<file path="src/rtl/reduce_ops_pkg.sv">
// Operation encodings and helpers for the reduce_gate_pipe family.
// Shared by the fold unit and the streaming top.
package reduce_ops_pkg;

  localparam logic [2:0] OP_AND  = 3'd0;
  localparam logic [2:0] OP_OR   = 3'd1;
  localparam logic [2:0] OP_XOR  = 3'd2;
  localparam logic [2:0] OP_NAND = 3'd3;
  localparam logic [2:0] OP_NOR  = 3'd4;
  localparam logic [2:0] OP_XNOR = 3'd5;

  typedef enum logic [1:0] {
    B_AND = 2'd0,
    B_OR  = 2'd1,
    B_XOR = 2'd2
  } base_e;

  function automatic base_e base_op(input logic [2:0] op);
    base_e b;
    b = B_OR;
    unique case (1'b1)
      op == OP_AND || op == OP_NAND: b = B_AND;
      op == OP_XOR || op == OP_XNOR: b = B_XOR;
      default:                       b = B_OR;
    endcase
    return b;
  endfunction

  function automatic logic is_inverted(input logic [2:0] op);
    return op == OP_NAND || op == OP_NOR || op == OP_XNOR;
  endfunction

  function automatic logic combine(input base_e b,
                                   input logic  x,
                                   input logic  y);
    logic r;
    r = x | y;
    unique case (1'b1)
      b == B_AND: r = x & y;
      b == B_XOR: r = x ^ y;
      default:    r = x | y;
    endcase
    return r;
  endfunction

endpackage

</file>
<file path="src/rtl/reduce_gate_pipe_unit.sv">
// Combinational WIDTH-bit fold with a base AND/OR/XOR operation.
// Inversion for NAND/NOR/XNOR is applied by the caller.
module reduce_unit
  import reduce_ops_pkg::*;
#(
  parameter int WIDTH = 6
) (
  input  logic [WIDTH-1:0] data_in,
  input  base_e            base_in,
  output logic             r_out
);

  always_comb begin
    r_out = |data_in;
    unique case (1'b1)
      base_in == B_AND: r_out = &data_in;
      base_in == B_XOR: r_out = ^data_in;
      default:          r_out = |data_in;
    endcase
  end

endmodule

</file>
<file path="src/rtl/reduce_gate_pipe.sv">
// Registered WIDTH-bit reduction with direct and windowed modes
// behind valid/ready handshakes on both sides.
module reduce_gate_pipe
  import reduce_ops_pkg::*;
#(
  parameter int WIDTH  = 6,
  parameter int WINDOW = 4,
  parameter int CNT_W  = $clog2(WINDOW + 1)
) (
  input  logic             clk_in,
  input  logic             rst_n_in,
  input  logic [WIDTH-1:0] data_in,
  input  logic             valid_in,
  output logic             ready_out,
  input  logic [2:0]       op_in,
  input  logic             mode_in,
  input  logic             clear_in,
  output logic             result_out,
  output logic             valid_out,
  input  logic             ready_in,
  output logic [CNT_W-1:0] count_out
);

  logic [2:0]       op_q;
  logic             mode_q;
  logic             acc_q;
  logic [CNT_W-1:0] cnt_q;

  logic       win_start;
  logic [2:0] op_eff;
  logic       mode_eff;
  base_e      base_eff;
  logic       inv_eff;
  logic       r;
  logic       acc_next;
  logic       accept;
  logic       last;
  logic       win_acc;
  logic       dir_acc;
  logic       emit;

  // op/mode are only taken from the inputs at a window boundary
  assign win_start = cnt_q == '0;
  assign op_eff    = win_start ? op_in : op_q;
  assign mode_eff  = win_start ? mode_in : mode_q;
  assign base_eff  = base_op(op_eff);
  assign inv_eff   = is_inverted(op_eff);

  reduce_unit #(
    .WIDTH(WIDTH)
  ) u_fold (
    .data_in (data_in),
    .base_in (base_eff),
    .r_out   (r)
  );

  assign ready_out = !valid_out || ready_in;
  assign accept    = valid_in && ready_out;
  assign acc_next  = win_start ? r : combine(base_eff, acc_q, r);
  assign last      = cnt_q == CNT_W'(WINDOW - 1);
  assign win_acc   = accept && mode_eff && !clear_in;
  assign dir_acc   = accept && !mode_eff;
  assign emit      = dir_acc || (win_acc && last);
  assign count_out = cnt_q;

  always_ff @(posedge clk_in or negedge rst_n_in) begin
    if (!rst_n_in) begin
      op_q       <= OP_OR;
      mode_q     <= 1'b0;
      acc_q      <= 1'b0;
      cnt_q      <= '0;
      result_out <= 1'b0;
      valid_out  <= 1'b0;
    end else begin
      if (accept && win_start && !clear_in) begin
        op_q   <= op_in;
        mode_q <= mode_in;
      end
      if (clear_in) begin
        cnt_q <= '0;
        acc_q <= 1'b0;
      end else if (win_acc) begin
        acc_q <= acc_next;
        cnt_q <= last ? '0 : cnt_q + CNT_W'(1);
      end
      // a new result overrides the pending one being consumed this edge
      if (emit) begin
        result_out <= acc_next ^ inv_eff;
        valid_out  <= 1'b1;
      end else if (ready_in) begin
        valid_out <= 1'b0;
      end
    end
  end

endmodule
</file>
<file path="config.mk">
export PLATFORM = sky130hd
export DESIGN_NAME = reduce_gate_pipe
export DESIGN_NICKNAME = d
export VERILOG_FILES = /design/src/rtl/reduce_ops_pkg.sv /design/src/rtl/reduce_gate_pipe_unit.sv /design/src/rtl/reduce_gate_pipe.sv
export SDC_FILE = /design/constraint.sdc
export NUM_CORES = 1
export LEC_CHECK = 0
export CORE_UTILIZATION = 44
export DETAILED_ROUTE_END_ITERATION = 10
export MAX_ROUTING_LAYER = met4
export PLACE_DENSITY = 0.71
export RECOVER_POWER = 100
export REMOVE_ABC_BUFFERS = 1
export SLEW_MARGIN = 20
export SYNTH_ARGS = -nofsm -noshare
export SYNTH_HDL_FRONTEND = slang
export SYNTH_HIERARCHICAL = 1
export SYNTH_SLANG_ARGS = --single-unit
</file>
<file path="constraint.sdc">
create_clock -name clk_in -period 3 [get_ports clk_in]
set_clock_uncertainty 0.2 [all_clocks]
set_input_delay 0.45 -clock clk_in [delete_from_list [all_inputs] [get_ports clk_in]]
set_output_delay 0.45 -clock clk_in [all_outputs]
set_load 0.005 [all_outputs]
</file>
-- Yosys cells after proc, flatten, opt, wreduce, memory -nomap -nowiden
Index checks and enable logic that the tools add are counted.
- register bits: 10
- bits of input ports: 15
- logic and storage cells: 54
- output and inout port bits: 6
- eq/ne operators: 6
- reductions and logical operators: 24
- bitwise gates (word level): 4
- mux-type cells: 13
- add/sub/neg operators: 1
- operators by type and width (operator ; count):
    $mux 3 ; 4
    $eq 3x2->1 const B ; 3
    $logic_and 1x1->1 ; 7
    $eq 3x3->1 const B ; 2
    $logic_not 3->1 ; 2
    $logic_or 1x1->1 ; 6
    $mux 1 ; 6
    $reduce_and 6->1 ; 1
    $reduce_or 6->1 ; 1
    $reduce_xor 6->1 ; 1
    $pmux 1 s2 ; 2
    $pmux 2 s2 ; 1
    $reduce_bool 2->1 ; 2
    $add 3x1->3 const B ; 1
    $logic_not 1->1 ; 3
    $eq 2x2->1 const B ; 1
    $logic_not 2->1 ; 1
    $xor 1x1->1 ; 2
    $and 1x1->1 ; 1
    $or 1x1->1 ; 1

-- Depth between registers and ports, before layout
Gate-level depths: netlist of the first run.
- depth in word-level cells: 12
- mapped depth: 16
- gate-level depth less buffers: 15

-- Modules after synthesis
Netlist of the first run, hierarchy kept.
- modules (own cells, without submodules) (module ; seq. area each (um^2) ; cells each ; times used ; area each (um^2)):
    reduce_gate_pipe ; 251.5 ; 83 ; 1 ; 779.5
    reduce_unit ; 0.0 ; 18 ; 1 ; 152.6

-- Worst setup path after synthesis of the first run
OpenSTA, ideal clock, no wires.
- kind: reg2reg
- from: register cnt_q[0] (netlist: count_out[0])
- to: register result_out
- period minus slack after synthesis: 3.071 ns
- arrival time: 2.751 ns
- setup time: 0.120 ns
- data required time: 2.680 ns
- path buffers: 0
- stages on the path, launching flop included: 15
- path slack: -0.071 ns
- cell sequence: dfrtp_1 inv_1 ha_1 and2b_1 o21ai_0 xnor2_1 and4_1 o32ai_2 inv_1 ha_1 nor4b_1 a31oi_1 a22oi_1 or3_1 a31o_1
- cells in the longest elaborated chain, start to end: 11
- elaborated cells on any way between the ends: 29
- classes of those cells: eq/ne (6); mux (6); bitwise (4); reduce/logical (13)
- ends and longest elaborated chain (element ; RTL line ; text):
    from (decl) ; reduce_gate_pipe.sv:27 ; logic [CNT_W-1:0] cnt_q;
    from (signal assigned) ; reduce_gate_pipe.sv:84 ; cnt_q <= last ? '0 : cnt_q + CNT_W'(1);
    $logic_not 3->1 * ; reduce_gate_pipe.sv:43 ; assign win_start = cnt_q == '0;
    $mux 3 * ; reduce_gate_pipe.sv:44 ; assign op_eff = win_start ? op_in : op_q;
    $eq 3x2->1 (tied with other cells) ; reduce_ops_pkg.sv:23 ; op == OP_XOR || op == OP_XNOR: b = B_XOR;
    $logic_or 1x1->1, on equally long branches ; reduce_ops_pkg.sv:23, reduce_ops_pkg.sv:22 ;
    $pmux 2 s2 * ; reduce_ops_pkg.sv:21 ; unique case (1'b1)
    via base_eff[0] ; reduce_gate_pipe.sv:32 ; base_e base_eff;
    $eq 2x2->1 / $logic_not 2->1 (equally long branches) ; reduce_gate_pipe_unit.sv:17, reduce_gate_pipe_unit.sv:16 ;
    $pmux 1 s2 * ; reduce_gate_pipe_unit.sv:15 ; unique case (1'b1)
    via r ; reduce_gate_pipe.sv:34 ; logic r;
    $or 1x1->1 (tied with other cells) ; reduce_ops_pkg.sv:41 ; default: r = x | y;
    $pmux 1 s2 ; reduce_ops_pkg.sv:38 ; unique case (1'b1)
    $mux 1 * ; reduce_gate_pipe.sv:59 ; assign acc_next = win_start ? r : combine(base_eff, acc_q, r);
    $xor 1x1->1 * ; reduce_gate_pipe.sv:88 ; result_out <= acc_next ^ inv_eff;
    to (signal assigned) ; reduce_gate_pipe.sv:88 ;
    to (decl) ; reduce_gate_pipe.sv:18 ; output logic result_out,
The timed path passes the listed nets; every way through them passes the cells marked *.
A chain may end at the register's enable or synchronous reset.

-- Worst setup path in the final report of the first run
- from: register cnt_q[1] (netlist: count_out[1])
- to: register acc_q
- cells in the longest elaborated chain, start to end: 12
- elaborated cells on any way between the ends: 23
- classes of those cells: eq/ne (4); mux (8); bitwise (3); reduce/logical (8)
- ends and longest elaborated chain (element ; RTL line ; text):
    $logic_not 3->1 * ; reduce_gate_pipe.sv:43 ;
    $mux 3 * ; reduce_gate_pipe.sv:44 ;
    $eq 3x2->1 (tied with other cells) ; reduce_ops_pkg.sv:23 ;
    $logic_or 1x1->1, on equally long branches ; reduce_ops_pkg.sv:23, reduce_ops_pkg.sv:22 ;
    $pmux 2 s2 * ; reduce_ops_pkg.sv:21 ;
    via base_eff[0] ; reduce_gate_pipe.sv:32 ;
    $eq 2x2->1 / $logic_not 2->1 (equally long branches) ; reduce_gate_pipe_unit.sv:17, reduce_gate_pipe_unit.sv:16 ;
    $pmux 1 s2 * ; reduce_gate_pipe_unit.sv:15 ;
    via r ; reduce_gate_pipe.sv:34 ;
    $or 1x1->1 (tied with other cells) ; reduce_ops_pkg.sv:41 ;
    $pmux 1 s2 ; reduce_ops_pkg.sv:38 ;
    $mux 1 * ; reduce_gate_pipe.sv:59 ;
    $mux 1 * ; reduce_gate_pipe.sv:82 ; end else if (win_acc) begin
    $mux 1 * ; reduce_gate_pipe.sv:79 ; if (clear_in) begin
    to (signal assigned) ; reduce_gate_pipe.sv:83 ; acc_q <= acc_next;
    to (decl) ; reduce_gate_pipe.sv:26 ; logic acc_q;
The timed path passes the listed nets; every way through them passes the cells marked *. The select of a mux whose other input is x is not followed.

==> results of run 1 <==
metal layers:
layer | vias to the layer above | global-route usage | routed length [µm]
met2 | 37 | 0.408 | 1350
met1 | 462 | 0.315 | 1180
met3 | 12 | 0.102 | 131
met5 | - | - | 0
li1 | 449 | - | -
met4 | 0 | 0.133 | 80
logic make-up after synthesis:
logic type	Yosys count	synth area share
XOR/XNOR	5	0.0470
multiplexers	8	0.0913
flip-flops	10	0.270
AND/OR/NAND/NOR	34	0.234
AO/OA/AOI/OAI	19	0.156
buffers and inverters	15	0.0685
adder cells (fa/ha/maj)	10	0.134
metrics by stage:
| stage | utilization | TNS [ps] | total power (µW) |
|---|---|---|---|
| 2_1_floorplan | - | -66.2 | 372 |
| 3_3_place_gp | 0.645 | -748 | 495 |
| 3_5_place_dp | 0.645 | -920 | 506 |
| 4_1_cts | 0.736 | -43.0 | 698 |
| 5_1_grt | 0.777 | -375 | 799 |
| 6_report | 0.777 | -157 | 758 |
sequential cells by signal, indices dropped and copies added, names as in the netlist:
signal      flops
mode_q          1
op_q            3
valid_out       1
result_out      1
acc_q           1
count_out       3
what timing repair did:
item                                   CTS  global route
setup endpoints to repair                2             2
pin swaps                               16            12
gates resized for setup                 28            13
endpoints found under the hold margin    0             0
buffers inserted                         5             0
layout make-up:
| type | instances | area [µm²] |
|---|---|---|
| flip-flops and latches | 10 | 253 |
| repair buffers | 42 | 360 |
| clock buffers | 4 | 36.3 |
| multi-input cells | 76 | 807 |
| well taps | 27 | 33.8 |
| inverters | 13 | 48.8 |
| fillers | 117 | 443 |
layout by cell type (no fill, tap or decap), types with 2 or more instances in the layout:
cell type,count
a21oi_1,3
clkbuf_4,3
nor2_1,6
a31oi_1,2
inv_1,9
nand2_1,3
a221oi_2,2
xnor2_1,2
ha_1,6
clkdlybuf4s50_1,10
mux2_2,4
nor2b_1,3
dlygate4sd3_1,3
dfrtp_1,8
or3_1,3
o21ai_0,2
buf_4,21
ha_4,4
nand2b_1,5
mux2i_1,3
and3b_1,2
dlygate4sd2_1,7
inv_2,4
Yosys cell counts (2+ instances only):
library cell  count
a221oi_1          2
a21oi_1           3
nor2b_1           3
a31oi_1           2
nor2_1            6
dfrtp_1           9
nand2_1           3
o21ai_0           4
nand2b_1          6
mux2_2            4
mux2i_1           4
inv_1            13
and3b_1           2
ha_1             10
or3_1             3
xnor2_1           4
where the power goes:
group,internal (µW),total (µW),switching (µW)
registers,167,203,35.6
logic,236,429,193
clock network,73.9,126,52.0
path summary, 6_finish.rpt:
| check | to | slack, ps | start |
|---|---|---|---|
| worst max-delay path | acc_q | -80 | count_out[1] |
| min in group clk_in | mode_q | 380 | mode_q |
| worst max register to register | acc_q | -80 | count_out[1] |
| max in group asynchronous | op_q[2] | 1880 | rst_n_in |
| worst min register to register | mode_q | 380 | mode_q |
| worst min-delay path | count_out[0] | 370 | rst_n_in |
==> results.py, run 1 <==
metrics = {
    "critical_path": {
        "crit_slowest_cell": "or4b_4",
        "cp_max_fo": 4,
        "cp.depth": 13,
        "critPathBufInv": 2,
        "critPathRequiredTime_ps": 2930,
        "worst_path_largest_cell_delay_ps": 490,
        "reg2reg_depth": 13,
        "arrival_ps": 3010,
        "crit_chain": "inv_2 > ha_4 > and2b_2 > o21ai_4 > xnor2_4 > and4_4 > o32ai_4 > buf_6 > or4b_4 > o21ai_2 > nor3b_4 > or3_1 > o22ai_1",
        "path_class": "reg -> reg",
        "start_kind": "register",
        "cpLargestDelayFamily": "simple AND/OR/NAND/NOR gates",
        "crit_path_end_kind": "register",
    },
    "floorplanning": {
        "pin_count": 21,
        "rows": 16,
        "core_area_um2": 1980,
        "die-area_um2": 2310,
        "start_util": 0.470,
        "die_w_um": 48.0,
        "die-height_um": 48.0,
    },
    "timing": {
        "slew_headroom": 0.637,
        "drv_slew": 0,
        "finalCritPeriodShare": 1.03,
        "fmaxAchievable_mhz": 324,
        "min_period_ps": 3080,
        "rsz0062_at_grt": "yes",
        "worstMarginPinSlew_ps": 544,
        "finalHoldViolCount": 0,
        "layout_setup_ws_ps": -83.6,
        "holdWs_ps": 367,
        "setup_violations": 2,
    },
    "global_routing": {
        "antenna_found_initial": 0,
        "gr-usage-all-layers": 0.271,
        "grt_start_max_net_pins": 11,
        "grt-ovfl-total": 0,
        "grt_pass1_vias": 915,
        "grt_pass1_wl_um": 3960,
    },
    "run": {
        "drv_cap": 0,
    },
    "detailed_routing": {
        "wl_um": 2740,
        "drtIter0Drc": 23,
        "drt_first_pass_iters": 4,
        "ant_nets": 0,
        "route.detailed.drc": 0,
        "vias": 960,
        "routed_via_density": 5.58,
        "post_drt_wl_per_cell_um": 15.9,
    },
    "logic_synthesis": {
        "synth_top_area_cell": "dfrtp_1",
        "netlist_instances": 101,
        "ys_seq_area_frac": 0.270,
        "netlist_top_cells_area": "dfrtp_1 (24%), ha_1 (13%), inv_1 (5.2%)",
        "synthArstFlopShare": 1.00,
        "ys_ff_latch": 10,
        "synth_edf_count": 0,
        "synth_warnings": 6,
        "synth_ff_type": "dfrtp_1",
        "yosysTopAreaCellShare": 0.242,
        "avgSynthCellArea_um2": 9.23,
        "synth_cell_types": 39,
        "syn-cell-area_um2": 932,
    },
    "clock_network": {
        "root_buffer": "clkbuf_4",
        "worstSkewPairLatency_ps": 270,
        "numCtsBuffers": 3,
        "hold_buffers": 0,
        "cts_tree": "yes",
        "cts_max_path_buffers": 2,
        "cts.clk_slew.worst_paths_ps": 70,
        "cts_sinks": 10,
        "ctsHtreeMaxLevel": 1,
    },
    "place": {
        "place_ws_ps": -470,
        "dp.cells": 163,
        "dpl.hpwl_um": 1700,
        "gp_congestion": 0.815,
        "post_dp_cell_area_um2": 1280,
        "io_buffer_count": 20,
    },
    "outcome": {
        "violations": "setup timing",
        "outcome": "finished with violations",
    },
    "power_and_ir_drop": {
        "vdd_drop_max_uv": 398,
        "leakage_uw": 0.000675,
        "power-per-cell-area_nw_per_um2": 492,
    },
    "worst_hold_path": {
        "hold_path.class": "in -> async",
    },
    "cells_and_area": {
        "final_cells": 172,
        "nets": 171,
        "final_cell_area_um2": 1540,
        "syn_to_final_growth_pct": 65.1,
        "drive_gt1_frac": 0.414,
        "antenna_cells": 0,
    },
}
No activity file was read; power rests on OpenSTA's default activity.
==> run 2, diff against run 1 <==
--- a/config.mk
+++ b/config.mk
@@ -7,6 +7,7 @@
 export LEC_CHECK = 0
-export CORE_UTILIZATION = 44
+export CORE_UTILIZATION = 35
 export DETAILED_ROUTE_END_ITERATION = 10
+export DONT_BUFFER_PORTS = 1
 export MAX_ROUTING_LAYER = met4
-export PLACE_DENSITY = 0.71
+export PLACE_DENSITY = 0.48
 export RECOVER_POWER = 100
--- a/constraint.sdc
+++ b/constraint.sdc
@@ -4,2 +4,2 @@
 set_output_delay 0.45 -clock clk_in [all_outputs]
-set_load 0.005 [all_outputs]
+set_load 0.05 [all_outputs]
==> results.py, run 2 (same netlist as run 1, synthesis figures left out) <==
metrics = {
    "outcome": {
        "outcome": "finished with violations",
        "violations": "setup timing",
    },
    "critical_path": {
        "cp_max_fo": 4,
        "reg2reg_from": "count_out[1]",
        "critPathBufInv": 3,
        "crit_path_end_kind": "register",
        "cpLargestDelayFamily": "compound AO/OA/AOI/OAI gates",
        "worstReg2RegEnd": "result_out",
        "rrSetupSlack_ps": -30,
        "endpoint": "result_out",
        "crit_slowest_cell": "dfrtp_1",
        "path_class": "reg -> reg",
        "start_kind": "register",
        "reg2reg_depth": 15,
        "crit_chain": "inv_2 > ha_4 > and2b_2 > a221oi_2 > nor2_1 > inv_1 > a41oi_2 > o32ai_2 > inv_1 > ha_4 > nor4b_1 > a31oi_1 > a22oi_2 > or3_4 > a31o_1",
        "cp.depth": 15,
        "worst_path_largest_cell_delay_ps": 360,
        "arrival_ps": 2980,
        "critPathRequiredTime_ps": 2960,
        "critPathLaunch": "count_out[1]",
    },
    "detailed_routing": {
        "post_drt_wl_per_cell_um": 13.9,
        "ant_nets": 0,
        "drt_first_pass_iters": 4,
        "drtIter0Drc": 4,
        "route.detailed.drc": 0,
        "routed_via_density": 5.31,
        "wl_um": 2130,
        "vias": 813,
    },
    "floorplanning": {
        "die_w_um": 53.6,
        "core_area_um2": 2500,
        "die-area_um2": 2870,
        "die-height_um": 53.6,
        "start_util": 0.373,
        "pin_count": 21,
        "rows": 18,
    },
    "power_and_ir_drop": {
        "leakage_uw": 0.000556,
        "vdd_drop_max_uv": 326,
        "power-per-cell-area_nw_per_um2": 573,
    },
    "timing": {
        "finalCritPeriodShare": 1.01,
        "min_period_ps": 3030,
        "finalHoldViolCount": 0,
        "layout_setup_ws_ps": -25.9,
        "fmaxAchievable_mhz": 330,
        "rsz0062_at_grt": "yes",
        "drv_slew": 0,
        "worstMarginPinSlew_ps": 719,
        "setup_violations": 1,
        "slew_headroom": 0.520,
    },
    "cells_and_area": {
        "syn_to_final_growth_pct": 35.0,
        "antenna_cells": 0,
        "nets": 149,
        "layout_common_cells": "buf_4 (14), inv_1 (11), dfrtp_1 (9)",
        "drive_gt1_frac": 0.374,
        "mostFrequentLayoutCell": "buf_4",
        "final_cell_area_um2": 1260,
        "utilization": 0.504,
    },
    "place": {
        "gp_congestion": 0.771,
        "dpl.hpwl_um": 1630,
        "io_buffer_count": 0,
        "place_ws_ps": -201,
        "post_dp_cell_area_um2": 1070,
    },
    "worst_hold_path": {
        "hold_path.class": "in -> reg",
        "min_from": "clear_in",
    },
    "global_routing": {
        "grt_pass1_vias": 829,
        "grt_start_max_net_pins": 11,
        "antenna_found_initial": 0,
        "grt_pass1_wl_um": 3550,
        "grt-ovfl-total": 0,
        "gr-usage-all-layers": 0.178,
    },
    "clock_network": {
        "cts_max_path_buffers": 2,
        "cts_tree": "yes",
        "cts.clk_slew.worst_paths_ps": 70,
        "numCtsBuffers": 3,
        "ctsHtreeMaxLevel": 1,
        "worstSkewPairLatency_ps": 260,
        "root_buffer": "clkbuf_4",
        "cts_sinks": 10,
    },
    "run": {
        "drv_cap": 0,
    },
}
[run 2: how the worst min path moves through the flow]
stage                    to  slack [ps]  cells after the start
2_1_floorplan         acc_q         -50                      0
3_3_place_gp      valid_out         -50                      0
3_5_place_dp      valid_out         -50                      0
4_1_cts        count_out[2]          30                      1
5_1_grt        count_out[1]          20                      1
6_report       count_out[2]          40                      1
[run 2: final cells by class]
cell class                 instances  area [µm²]
timing repair buffer              20         145
tap                               30        37.5
clock buffer                       4        36.3
multi-input combinational         76         739
fill                             241        1240
sequential                        10         251
inverter                          13        48.8
[run 2: what timing repair did]
| item | CTS | global route |
|---|---|---|
| endpoints found under the setup margin | 2 | 2 |
| resized for setup | 16 | 8 |
| buffers inserted | 3 | 1 |
| endpoints found under the hold margin | 10 | 0 |
| hold buffers | 1 | 0 |
| pin swaps | 8 | 9 |
[run 2: metal layers]
layer | track usage | vias to the layer above | wire length (µm)
met3 | 0.0650 | 2 | 111
met2 | 0.306 | 18 | 1060
met5 | - | - | 0
li1 | - | 406 | -
met4 | 0.0132 | 0 | 9
met1 | 0.204 | 387 | 944
[run 2: where the power goes]
group	switching [µW]	internal [µW]	total, µW	leakage (µW)
Sequential	55.0	166	221	0.000125
Clock	48.0	73.7	122	0.0000210
Combinational	179	200	379	0.000409
[run 2: stage by stage]
step	power (µW)	hold WS [ps]	cells	setup TNS [ps]
floorplan	415	-45.6	99	-705
global placement	507	-45.4	144	-231
detailed placement	510	-45.3	144	-363
CTS	699	27.9	152	-31.8
global route	780	20.4	153	-366
finish	722	42.0	153	-25.9
==> run 3, diff against run 2 <==
- ABC_CLOCK_PERIOD_IN_PS: not set -> 3200
- CORE_ASPECT_RATIO: not set -> 0.8
- PLACE_DENSITY: 0.48 -> 0.46
- clock period: 3 -> 3.2 ns (I/O delays scaled with it)
==> results.py, run 3 (same netlist as run 1, synthesis figures left out) <==
metrics = {
    "place": {
        "dpl.hpwl_um": 1610,
        "gp_congestion": 0.761,
        "io_buffer_count": 0,
    },
    "cells_and_area": {
        "utilization": 0.469,
        "antenna_cells": 0,
        "syn_to_final_growth_pct": 24.8,
        "nFillCells": 272,
        "drive_gt1_frac": 0.304,
        "mostFrequentLayoutCell": "inv_1",
        "layout_common_cells": "inv_1 (12), dfrtp_1 (9), ha_1 (8), buf_4 (8), nor2_1 (6)",
        "nets": 141,
    },
    "worst_hold_path": {
        "min_from": "clear_in",
        "holdPathStages": 1,
        "hold_path.class": "in -> reg",
        "hold_end": "count_out[2]",
    },
    "timing": {
        "finalCritPeriodShare": 0.964,
        "fmaxAchievable_mhz": 324,
        "drv_slew": 0,
        "setup_violations": 0,
        "holdWs_ps": 77.9,
        "worstMarginPinSlew_ps": 713,
        "finalHoldViolCount": 0,
        "slew_headroom": 0.524,
        "min_period_ps": 3080,
    },
    "global_routing": {
        "grt_start_max_net_pins": 11,
        "grt_pass1_wl_um": 3130,
        "gr-usage-all-layers": 0.158,
        "antenna_found_initial": 0,
        "grt_pass1_vias": 679,
        "grt-ovfl-total": 0,
    },
    "critical_path": {
        "path_class": "reg -> reg",
        "crit_path_end_kind": "register",
        "start_kind": "register",
        "cp_max_fo": 5,
        "arrival_ps": 3030,
        "worstReg2RegEnd": "result_out",
        "reg2reg_depth": 14,
        "reg2reg_from": "count_out[1]",
        "critPathRequiredTime_ps": 3150,
        "rrSetupSlack_ps": 120,
        "critPathLaunch": "count_out[1]",
    },
    "clock_network": {
        "cts.clk_slew.worst_paths_ps": 60,
        "worstSkewPairLatency_ps": 260,
        "cts_max_path_buffers": 2,
        "cts_tree": "yes",
        "root_buffer": "clkbuf_4",
        "ctsHtreeMaxLevel": 1,
        "numCtsBuffers": 3,
        "cts_sinks": 10,
    },
    "detailed_routing": {
        "wl_um": 2070,
        "route.detailed.drc": 0,
        "routed_via_density": 5.01,
        "vias": 756,
        "post_drt_wl_per_cell_um": 13.7,
        "ant_nets": 0,
        "drt_first_pass_iters": 4,
        "drtIter0Drc": 17,
    },
    "floorplanning": {
        "start_util": 0.376,
        "die_w_um": 59.7,
        "core_area_um2": 2480,
        "die-area_um2": 2880,
        "pin_count": 21,
        "die-height_um": 48.2,
        "rows": 16,
    },
    "run": {
        "drv_cap": 0,
    },
    "power_and_ir_drop": {
        "power-per-cell-area_nw_per_um2": 537,
        "vdd_drop_max_uv": 337,
        "leakage_uw": 0.000509,
    },
    "outcome": {
        "outcome": "finished, final reports clean",
    },
}
[run 3: worst max-delay path: stages (launching register included)]
cell and delay, ps:
dfrtp_1 370, inv_2 60, ha_4 170, and2b_2 220, o21ai_2 190, xnor2_2 110
and4_1 170, o32ai_2 160, inv_1 120, ha_4 280, nor4b_1 40, a31oi_1 200
a22oi_2 90, or3_4 380, a31o_1 210
[run 3: power by group]
group	switching (µW)	internal [µW]
registers	61.4	156
clock network	40.4	68.9
logic	142	155
total	244	380
[run 3: final cells by class]
class / instances / area, µm² / share of cell area
clock buffer: 4 / 36.3 / 0.0312
inverter: 13 / 48.8 / 0.0419
multi-input combinational: 76 / 701 / 0.602
sequential: 10 / 251 / 0.216
tap: 36 / 45.0 / 0.0387
timing repair buffer: 12 / 81.3 / 0.0699
[run 3: layer usage]
metal | up-vias | GRT usage | wire, µm
li1 | 388 | - | -
met1 | 360 | 0.232 | 1160
met2 | 6 | 0.207 | 853
met3 | 2 | 0.0531 | 46
met4 | 0 | 0.0279 | 10
met5 | - | - | 0
[run 3: worst max path at each step]
stage / depth (start not counted) / to / slack, ps
after detailed placement: 14 / result_out / -10
after floorplan: 14 / result_out / -190
after CTS: 12 / result_out / 60
final: 14 / result_out / 120
after global placement: 14 / result_out / 30
after global routing: 14 / result_out / -50
[run 3: repair_timing]
item                                   CTS  global route
endpoints found under the hold margin   10             0
gates resized for setup                  1            15
setup endpoints to repair                1             2
buffers inserted                         0             3
pin swaps                                0             9
hold buffers                             1             0
[run 3: stage by stage]
| stage | TNS, ps | setup slack (ps) | instances | cell area, µm² | power, µW |
|---|---|---|---|---|---|
| final | 0 | 116 | 151 | 1160 | 624 |
| after CTS | 0 | 59.9 | 148 | 1070 | 571 |
| after detailed placement | -13.3 | -13.3 | 143 | 1020 | 453 |
| after floorplan | -305 | -185 | 99 | 917 | 390 |
| after global placement | 0 | 33.9 | 143 | 1020 | 453 |
| after global routing | -48.3 | -48.3 | 151 | 1160 | 675 |
